===== src/rtl/nibble_packer_pkg.sv =====
// -----------------------------------------------------------------------------
// nibble_packer_pkg
// Shared definitions for the barrel shifter and nibble_packer.
//   NIBBLE_W                  - width of one nibble (shared with the shifter)
//   nibble_t                  - one nibble
//   DEFAULT_NIBBLES_PER_WORD  - default packing factor of nibble_packer
// -----------------------------------------------------------------------------
package nibble_packer_pkg;

    localparam int NIBBLE_W = 4;

    typedef logic [NIBBLE_W-1:0] nibble_t;

    localparam int DEFAULT_NIBBLES_PER_WORD = 4;

endpackage : nibble_packer_pkg


===== src/rtl/nibble_packer_word_out_reg.sv =====
// -----------------------------------------------------------------------------
// word_out_reg
// Registered output slice of nibble_packer. Holds one completed word until
// the consumer takes it, and counts emitted words.
//
// Handshake: a transfer happens on a rising edge where valid && ready are both
// high; valid never waits for ready, and ready never looks at valid/data of
// the same side.
//
// Ports:
//   clk, rst_n     clock, asynchronous active-low reset
//   load           a completed word is presented this cycle (only when in_ready)
//   load_data      completed word, slots above the last nibble already zero
//   load_count     number of meaningful nibbles in load_data
//   out_ready      consumer takes the held word this cycle
//   out_valid      out_data holds a completed word
//   out_data       held word
//   out_count      meaningful nibbles in out_data
//   word_cnt       words emitted so far, wraps 255 -> 0
//   in_ready       slice can take a new word this cycle
// -----------------------------------------------------------------------------
module word_out_reg #(
    parameter int WORD_W = 16,
    parameter int CNT_W  = 3
) (
    input  logic              clk,
    input  logic              rst_n,
    input  logic              load,
    input  logic [WORD_W-1:0] load_data,
    input  logic [CNT_W-1:0]  load_count,
    input  logic              out_ready,
    output logic              out_valid,
    output logic [WORD_W-1:0] out_data,
    output logic [CNT_W-1:0]  out_count,
    output logic [7:0]        word_cnt,
    output logic              in_ready
);

    logic out_fire;

    // Register-only ready: a held word blocks new words unless it leaves now.
    assign in_ready = !out_valid || out_ready;
    assign out_fire = out_valid && out_ready;

    always_ff @(posedge clk or negedge rst_n) begin
        if (!rst_n) begin
            out_valid <= 1'b0;
            out_data  <= '0;
            out_count <= '0;
            word_cnt  <= '0;
        end else begin
            // A new word replaces a departing one on the same edge.
            if (load) begin
                out_valid <= 1'b1;
                out_data  <= load_data;
                out_count <= load_count;
            end else if (out_fire) begin
                out_valid <= 1'b0;
            end
            if (out_fire) begin
                word_cnt <= word_cnt + 8'd1;
            end
        end
    end

endmodule : word_out_reg


===== src/rtl/nibble_packer.sv =====
// -----------------------------------------------------------------------------
// nibble_packer
// Packs consecutive 4-bit nibbles (first nibble least significant) into a
// word of NIBBLES_PER_WORD nibbles. in_last closes a partial word, zero-padded.
// Completed words sit in a registered output slice (word_out_reg).
//
// Handshake: a transfer happens on a rising edge where valid && ready are both
// high; valid never waits for ready, and ready never looks at valid/data of
// the same side.
//
// Parameters:
//   NIBBLES_PER_WORD  nibbles per word, legal range 2..8
//   WORD_W            4*NIBBLES_PER_WORD (derived)
//   CNT_W             $clog2(NIBBLES_PER_WORD+1) (derived)
// Ports:
//   clk, rst_n            clock, asynchronous active-low reset
//   in_valid/in_ready     input nibble handshake
//   in_data               nibble to pack
//   in_last               nibble closes the current word
//   out_valid/out_ready   output word handshake
//   out_data              packed word, nibble k at [4k+3:4k]
//   out_count             meaningful nibbles in out_data
//   word_cnt              words emitted, wraps 255 -> 0
// -----------------------------------------------------------------------------
module nibble_packer
    import nibble_packer_pkg::*;
#(
    parameter  int NIBBLES_PER_WORD = DEFAULT_NIBBLES_PER_WORD,
    localparam int WORD_W           = NIBBLE_W * NIBBLES_PER_WORD,
    localparam int CNT_W            = $clog2(NIBBLES_PER_WORD + 1)
) (
    input  logic              clk,
    input  logic              rst_n,
    input  logic              in_valid,
    output logic              in_ready,
    input  nibble_t           in_data,
    input  logic              in_last,
    output logic              out_valid,
    input  logic              out_ready,
    output logic [WORD_W-1:0] out_data,
    output logic [CNT_W-1:0]  out_count,
    output logic [7:0]        word_cnt
);

    localparam int IDX_W = $clog2(NIBBLES_PER_WORD);

    // idx is the accumulator state: 0 means EMPTY, anything else FILL.
    logic [IDX_W-1:0]  idx;
    logic [IDX_W-1:0]  idx_next;
    logic [WORD_W-1:0] acc;
    logic [WORD_W-1:0] acc_next;

    logic              in_fire;
    logic              complete;
    logic [WORD_W-1:0] word_next;
    logic [CNT_W-1:0]  count_next;

    always_ff @(posedge clk or negedge rst_n) begin
        if (!rst_n) begin
            idx <= '0;
            acc <= '0;
        end else begin
            idx <= idx_next;
            acc <= acc_next;
        end
    end

    always_comb begin
        in_fire    = in_valid && in_ready;
        complete   = in_fire &&
                     ((idx == IDX_W'(NIBBLES_PER_WORD - 1)) || in_last);
        count_next = CNT_W'(idx) + CNT_W'(1);

        // Accumulated slots below idx, incoming nibble at idx, zeros above.
        word_next = '0;
        for (int k = 0; k < NIBBLES_PER_WORD; k++) begin
            if (IDX_W'(k) < idx) begin
                word_next[NIBBLE_W*k +: NIBBLE_W] = acc[NIBBLE_W*k +: NIBBLE_W];
            end else if (IDX_W'(k) == idx) begin
                word_next[NIBBLE_W*k +: NIBBLE_W] = in_data;
            end
        end

        idx_next = idx;
        acc_next = acc;
        if (complete) begin
            idx_next = '0;
            acc_next = '0;
        end else if (in_fire) begin
            idx_next = idx + IDX_W'(1);
            acc_next = word_next;
        end
    end

    word_out_reg #(
        .WORD_W (WORD_W),
        .CNT_W  (CNT_W)
    ) u_word_out_reg (
        .clk        (clk),
        .rst_n      (rst_n),
        .load       (complete),
        .load_data  (word_next),
        .load_count (count_next),
        .out_ready  (out_ready),
        .out_valid  (out_valid),
        .out_data   (out_data),
        .out_count  (out_count),
        .word_cnt   (word_cnt),
        .in_ready   (in_ready)
    );

endmodule : nibble_packer


===== config.mk =====
export PLATFORM = sky130hd
export DESIGN_NAME = nibble_packer
export DESIGN_NICKNAME = d
export VERILOG_FILES = /design/src/rtl/nibble_packer_pkg.sv /design/src/rtl/nibble_packer_word_out_reg.sv /design/src/rtl/nibble_packer.sv
export SDC_FILE = /design/constraint.sdc
export NUM_CORES = 1
export LEC_CHECK = 0
export CAP_MARGIN = 30
export CORE_ASPECT_RATIO = 0.6
export CORE_MARGIN = 2
export CORE_UTILIZATION = 46
export CTS_CLUSTER_DIAMETER = 150
export DETAILED_ROUTE_END_ITERATION = 10
export PLACE_DENSITY = 0.75
export REMOVE_ABC_BUFFERS = 1
export SETUP_SLACK_MARGIN = 0.3
export SYNTH_ARGS = -nofsm -noshare
export SYNTH_HDL_FRONTEND = slang
export SYNTH_SLANG_ARGS = --single-unit

===== constraint.sdc =====
create_clock -name clk -period 1.6 [get_ports clk]
set_input_delay 0.4 -clock clk [delete_from_list [all_inputs] [get_ports clk]]
set_output_delay 0.4 -clock clk [all_outputs]
set_load 0.02 [all_outputs]

# After elaboration in Yosys (flattened, before gate mapping)
# Index checks and enable logic that the tools add are counted.
[word_totals] word_cells=40 reg_bits=46 output_inout_bits=29
[classes] n_eq_ne=4 reduce_logical=9 n_lt_le_gt_ge=4 n_addsub=3 muxes=14
[op_table] cell="2-to-1 mux 16 bit" n=2
[op_table] cell="2-to-1 mux 4 bit" n=8
[op_table] cell="adder 8 x 1 -> 8 bit (second input constant)" n=1
[op_table] cell="== test 2 bit (first input constant)" n=2
[op_table] cell="< comparator 1 x 2 -> 1 bit (first input constant)" n=2
[op_table] cell="< comparator 2 bit (first input constant)" n=2
[op_table] cell="2-to-1 mux 2 bit" n=2
[op_table] cell="nonzero test 2 bit" n=2
[op_table] cell="adder 2 x 1 -> 3 bit (second input constant)" n=1
[op_table] cell="logical AND 1 bit" n=3
[op_table] cell="adder 2 x 1 -> 2 bit (second input constant)" n=1
[op_table] cell="== test 1 x 2 -> 1 bit (first input constant)" n=1
[op_table] cell="== test 2 bit (second input constant)" n=1
[op_table] cell="logical NOT 2 bit" n=1
[op_table] cell="logical OR 1 bit" n=2
[op_table] cell="2-to-1 mux 1 bit" n=2
[op_table] cell="logical NOT 1 bit" n=1

# Depth between registers and ports, before layout
[logic_depth] ltp_word=5 mapped_depth=6 ltp_nobuf=5

# By module
# Synthesis repeated with hierarchy kept, for this count alone.
[unflattened] cells_unflattened=141 area_unflattened_um2=1879.3
[by_module_without_submodules] mod="word_out_reg" seq_area_each_um2=700.7 cells_per_inst=72 area_each_um2=1103.6 instances=1
[by_module_without_submodules] mod="nibble_packer" seq_area_each_um2=350.3 cells_per_inst=69 area_each_um2=775.7 instances=1

# Worst setup path before layout
# Ideal clock, no wire load.
[synth_path] path_type="reg-to-reg" start="register idx[1]" end="register u_word_out_reg.out_count[0]" setup_slack_ps=-119 arrival_time_ps=1593 setup_ps=125 n_path_buf=2 stages_incl_launch_ff=7 path_cell_list="dfrtp_1 ha_1 or2_1 buf_6 nand3_4 buf_6 mux2_4"
[synth_between] elab_chain_cells=3
[synth_lines] element="from (decl)" line_no="nibble_packer.sv:48" rtl="logic [IDX_W-1:0] idx;"
[synth_lines] element="from (signal assigned)" line_no="nibble_packer.sv:63" rtl="idx <= idx_next;"
[synth_lines] element="== test 2 bit" line_no="nibble_packer.sv:71" rtl="((idx == IDX_W'(NIBBLES_PER_WORD - 1)) || in_last);"
[synth_lines] element="logical OR 1 bit" line_no="nibble_packer.sv:71"
[synth_lines] element="logical AND 1 bit" line_no="nibble_packer.sv:70" rtl="complete = in_fire &&"
[synth_lines] element="to (signal assigned)" line_no="nibble_packer_word_out_reg.sv:56" rtl="out_count <= load_count;"
[synth_lines] element="to (decl)" line_no="nibble_packer_word_out_reg.sv:34" rtl="output logic [CNT_W-1:0] out_count,"
# Every way passes these cells.
# A chain may end at the register's enable or synchronous reset.

# Worst setup path in the final report
[layout_path] start="register idx[1]" end="register u_word_out_reg.out_data[6]"
[layout_between] elab_chain_cells=3
[layout_lines] element="== test 1 x 2 -> 1 bit or == test 2 bit (tied branches)" line_no="nibble_packer.sv:79, nibble_packer.sv:71"
[layout_lines] element="2-to-1 mux 4 bit or logical OR 1 bit (tied branches)" line_no="nibble_packer.sv:79, nibble_packer.sv:71"
[layout_lines] element="2-to-1 mux 4 bit or logical AND 1 bit (tied branches)" line_no="nibble_packer.sv:77, nibble_packer.sv:70"
[layout_lines] element="to (signal assigned)" line_no="nibble_packer_word_out_reg.sv:55" rtl="out_data <= load_data;"
[layout_lines] element="to (decl)" line_no="nibble_packer_word_out_reg.sv:33" rtl="output logic [WORD_W-1:0] out_data,"
# Several ways; a longest one is shown, not always the timed one.

==> impl_metrics.toml <==
[layout]
syn_to_final_growth_pct = 48.8
antenna_cells = 0
final_cell_area_mm2 = 0.00294
nNetsFinal = 241
nFillCells = 264
utilization = 0.713
layout-drive-gt1-share = 0.564

[worst_setup_path]
path_class = "register to register"
critPathMaxFanout = 5
path_cells = "ha_4 -> or2_4 -> nand3_4 -> clkbuf_16 -> mux2_4"
required_ns = 1.79
cp_slowest_cell = "dfrtp_2"
crit_arrival_ns = 1.80
endpoint_kind = "register"
cp-start-kind = "register"
r2r_slack_ns = -0.007
critPathMaxStageDelay_ns = 0.46

[yosys]
async_flop_share = 1.00
synth_most_common_cell = "dfrtp_1"
ys_types = 33
synth_edf_count = 0
synth_top_area_frac = 0.532
yosysWarnings = 0
postSynthCellCount = 144
synth_ff_type = "dfrtp_1"
syn-cell-area_mm2 = 0.00197
synth_area_leaders = "dfrtp_1, mux2_4, a32o_1"
seq_area_frac_synth = 0.532
synth_largest_area_cell = "dfrtp_1"
synthTopCellsByCount = "dfrtp_1, a32o_1, mux2_4, a22o_1"
syn_area_per_cell_um2 = 13.7
ys_ff_latch = 42

[clock_network]
cts-root-buf = "clkbuf_8"
clockBufferDepth = 2
htree_levels = 2
cts_buffers = 5
path_clk_slew_ns = 0.09
cts_tree = "yes"
numClockSinks = 42
clk_latency_ns = 0.31

[place]
numPortBuffers = 37
dpl_cell_area_mm2 = 0.00257
gp_congestion = 0.807
dp_hpwl_um = 3130

[outcome]
outcome = "finished, violations left"
violations = "setup timing"

[route]
drt-pass1-iter-count = 4
drc = 0
final_antenna_net_count = 0
drt-total-wl_um = 5340
drt-vias-per-instance = 5.47
drt_iter0_drc = 80
vias = 1571
routedWlPerCell_um = 18.6

[run]
maxCapViolations = 0

[floorplanning]
io_pins = 38
fp.coreArea_mm2 = 0.00412
rows = 18
die_h_um = 54.7
start_util = 0.479
die_w_um = 88.6
die-area_mm2 = 0.00485

[grt]
grt_pass1_vias = 1506
grtUsageTotal = 0.224
grt_pass1_wl_um = 7740
antenna_found_initial = 0
grt_max_degree = 43
grt_overflow = 0

[power_and_ir_drop]
power.density_mw_per_mm2 = 1400
ir_worst_vdd_v = 0.000744
p_leak_uw = 0.00149
finalPower_uw = 4120

[sta]
finalHoldViolations = 0
postLayoutSetupSlackWorst_ns = -0.00692
fin_setup_tns_ns = -0.0111
clock_skew_ns = 0.00873
tightest_slew_ns = 0.525
setup_violations = 2
rsz0062_at_grt = "true"
fin_crit_sh = 1.00
fmax_mhz = 622
final.min_clock_period_ns = 1.61
final-max-slew-violation-count = 0
maxSlewHeadroom = 0.650

[hold_path]
min_path_type = "input port to asynchronous set/reset pin"
-- cell families (layout without fill, tap and decap cells) --
group / after synthesis / in the layout / synth area share
compound gates: 31 / 31 / 0.142
xor+xnor: 7 / 7 / 0.0311
fa+ha+maj: 6 / 6 / 0.0380
buf+inv: 12 / 95 / 0.0368
flops: 42 / 42 / 0.532
mux: 20 / 20 / 0.141
simple gates: 26 / 26 / 0.0792
-- cells in the final DEF (no fill, tap or decap), types with 3 or more instances in the layout --
cell / instances
dfrtp_1: 39
xor2_1: 5
mux2_2: 4
buf_4: 30
buf_6: 17
clkdlybuf4s50_1: 4
nor2_1: 3
dfrtp_2: 3
nor2b_4: 3
ha_4: 4
clkbuf_8: 5
a32o_1: 14
a22o_1: 7
nand2_1: 5
mux2_4: 16
buf_2: 26
-- metrics by stage --
stage,setup WS (ns),hold WS (ns),std cells
finish,-0.00692,0.147,287
CTS,0.0351,0.173,277
detailed placement,-0.441,0.460,260
floorplan,-0.133,0.104,136
global route,-0.0315,0.188,287
global placement,-0.445,0.457,260
-- critical path: cells and delay by family (launching register included) --
family / cells / cell delay, ns
and+or+nand+nor: 2 / 0.40
adders and majority gates: 1 / 0.18
buffers and inverters: 1 / 0.17
DFF: 1 / 0.46
muxes: 1 / 0.29
-- where the power goes --
part	switching, uW	internal [uW]	leakage (uW)
Combinational	799	833	0.000874
Clock	399	625	0.0000683
Sequential	170	1300	0.000552
Total	1370	2760	0.00149
-- final timing paths --
check | cells past startpoint | from | end
max | 5 | idx[1] | u_word_out_reg.out_data[6]
min | 2 | rst_n | acc[1]
max reg2reg | 5 | idx[1] | u_word_out_reg.out_data[6]
min reg2reg | 1 | u_word_out_reg.word_cnt[7] | u_word_out_reg.word_cnt[7]
max in group asynchronous | 2 | rst_n | idx[0]
min in group clk | 1 | u_word_out_reg.word_cnt[7] | u_word_out_reg.word_cnt[7]
-- routing by layer --
layer | up-vias | routed length, um | GRT usage
li1 | 702 | - | -
met1 | 797 | 2360 | 0.303
met2 | 62 | 2540 | 0.336
met3 | 10 | 365 | 0.0649
met4 | 0 | 75 | 0.104
met5 | - | 0 | 0
-- final cells by class --
cell class              instances  area, um^2  share of cell area
repair buffers                 83         681               0.232
clock inverters                 3        68.8              0.0234
clock buffers                   5        68.8              0.0234
inverters                       4        15.0             0.00511
multi-input cells              90         975               0.332
flip-flops and latches         42        1050               0.359
well taps                      60        75.1              0.0256
-- sequential cells by signal (all words and copies together) (netlist names) --
| name | count |
|---|---|
| acc | 12 |
| idx | 2 |
| u_word_out_reg.out_count | 3 |
| u_word_out_reg.out_data | 16 |
| u_word_out_reg.out_valid | 1 |
| u_word_out_reg.word_cnt | 8 |
-- repair_timing --
action | in CTS | in global routing
buffers inserted | 8 | 9
cloned | 1 | 1
resized for setup | 133 | 38
pin swaps | 13 | 7
setup endpoints to repair | 67 | 39
hold buffers | 0 | 0
No activity file was read; power rests on OpenSTA's default activity.
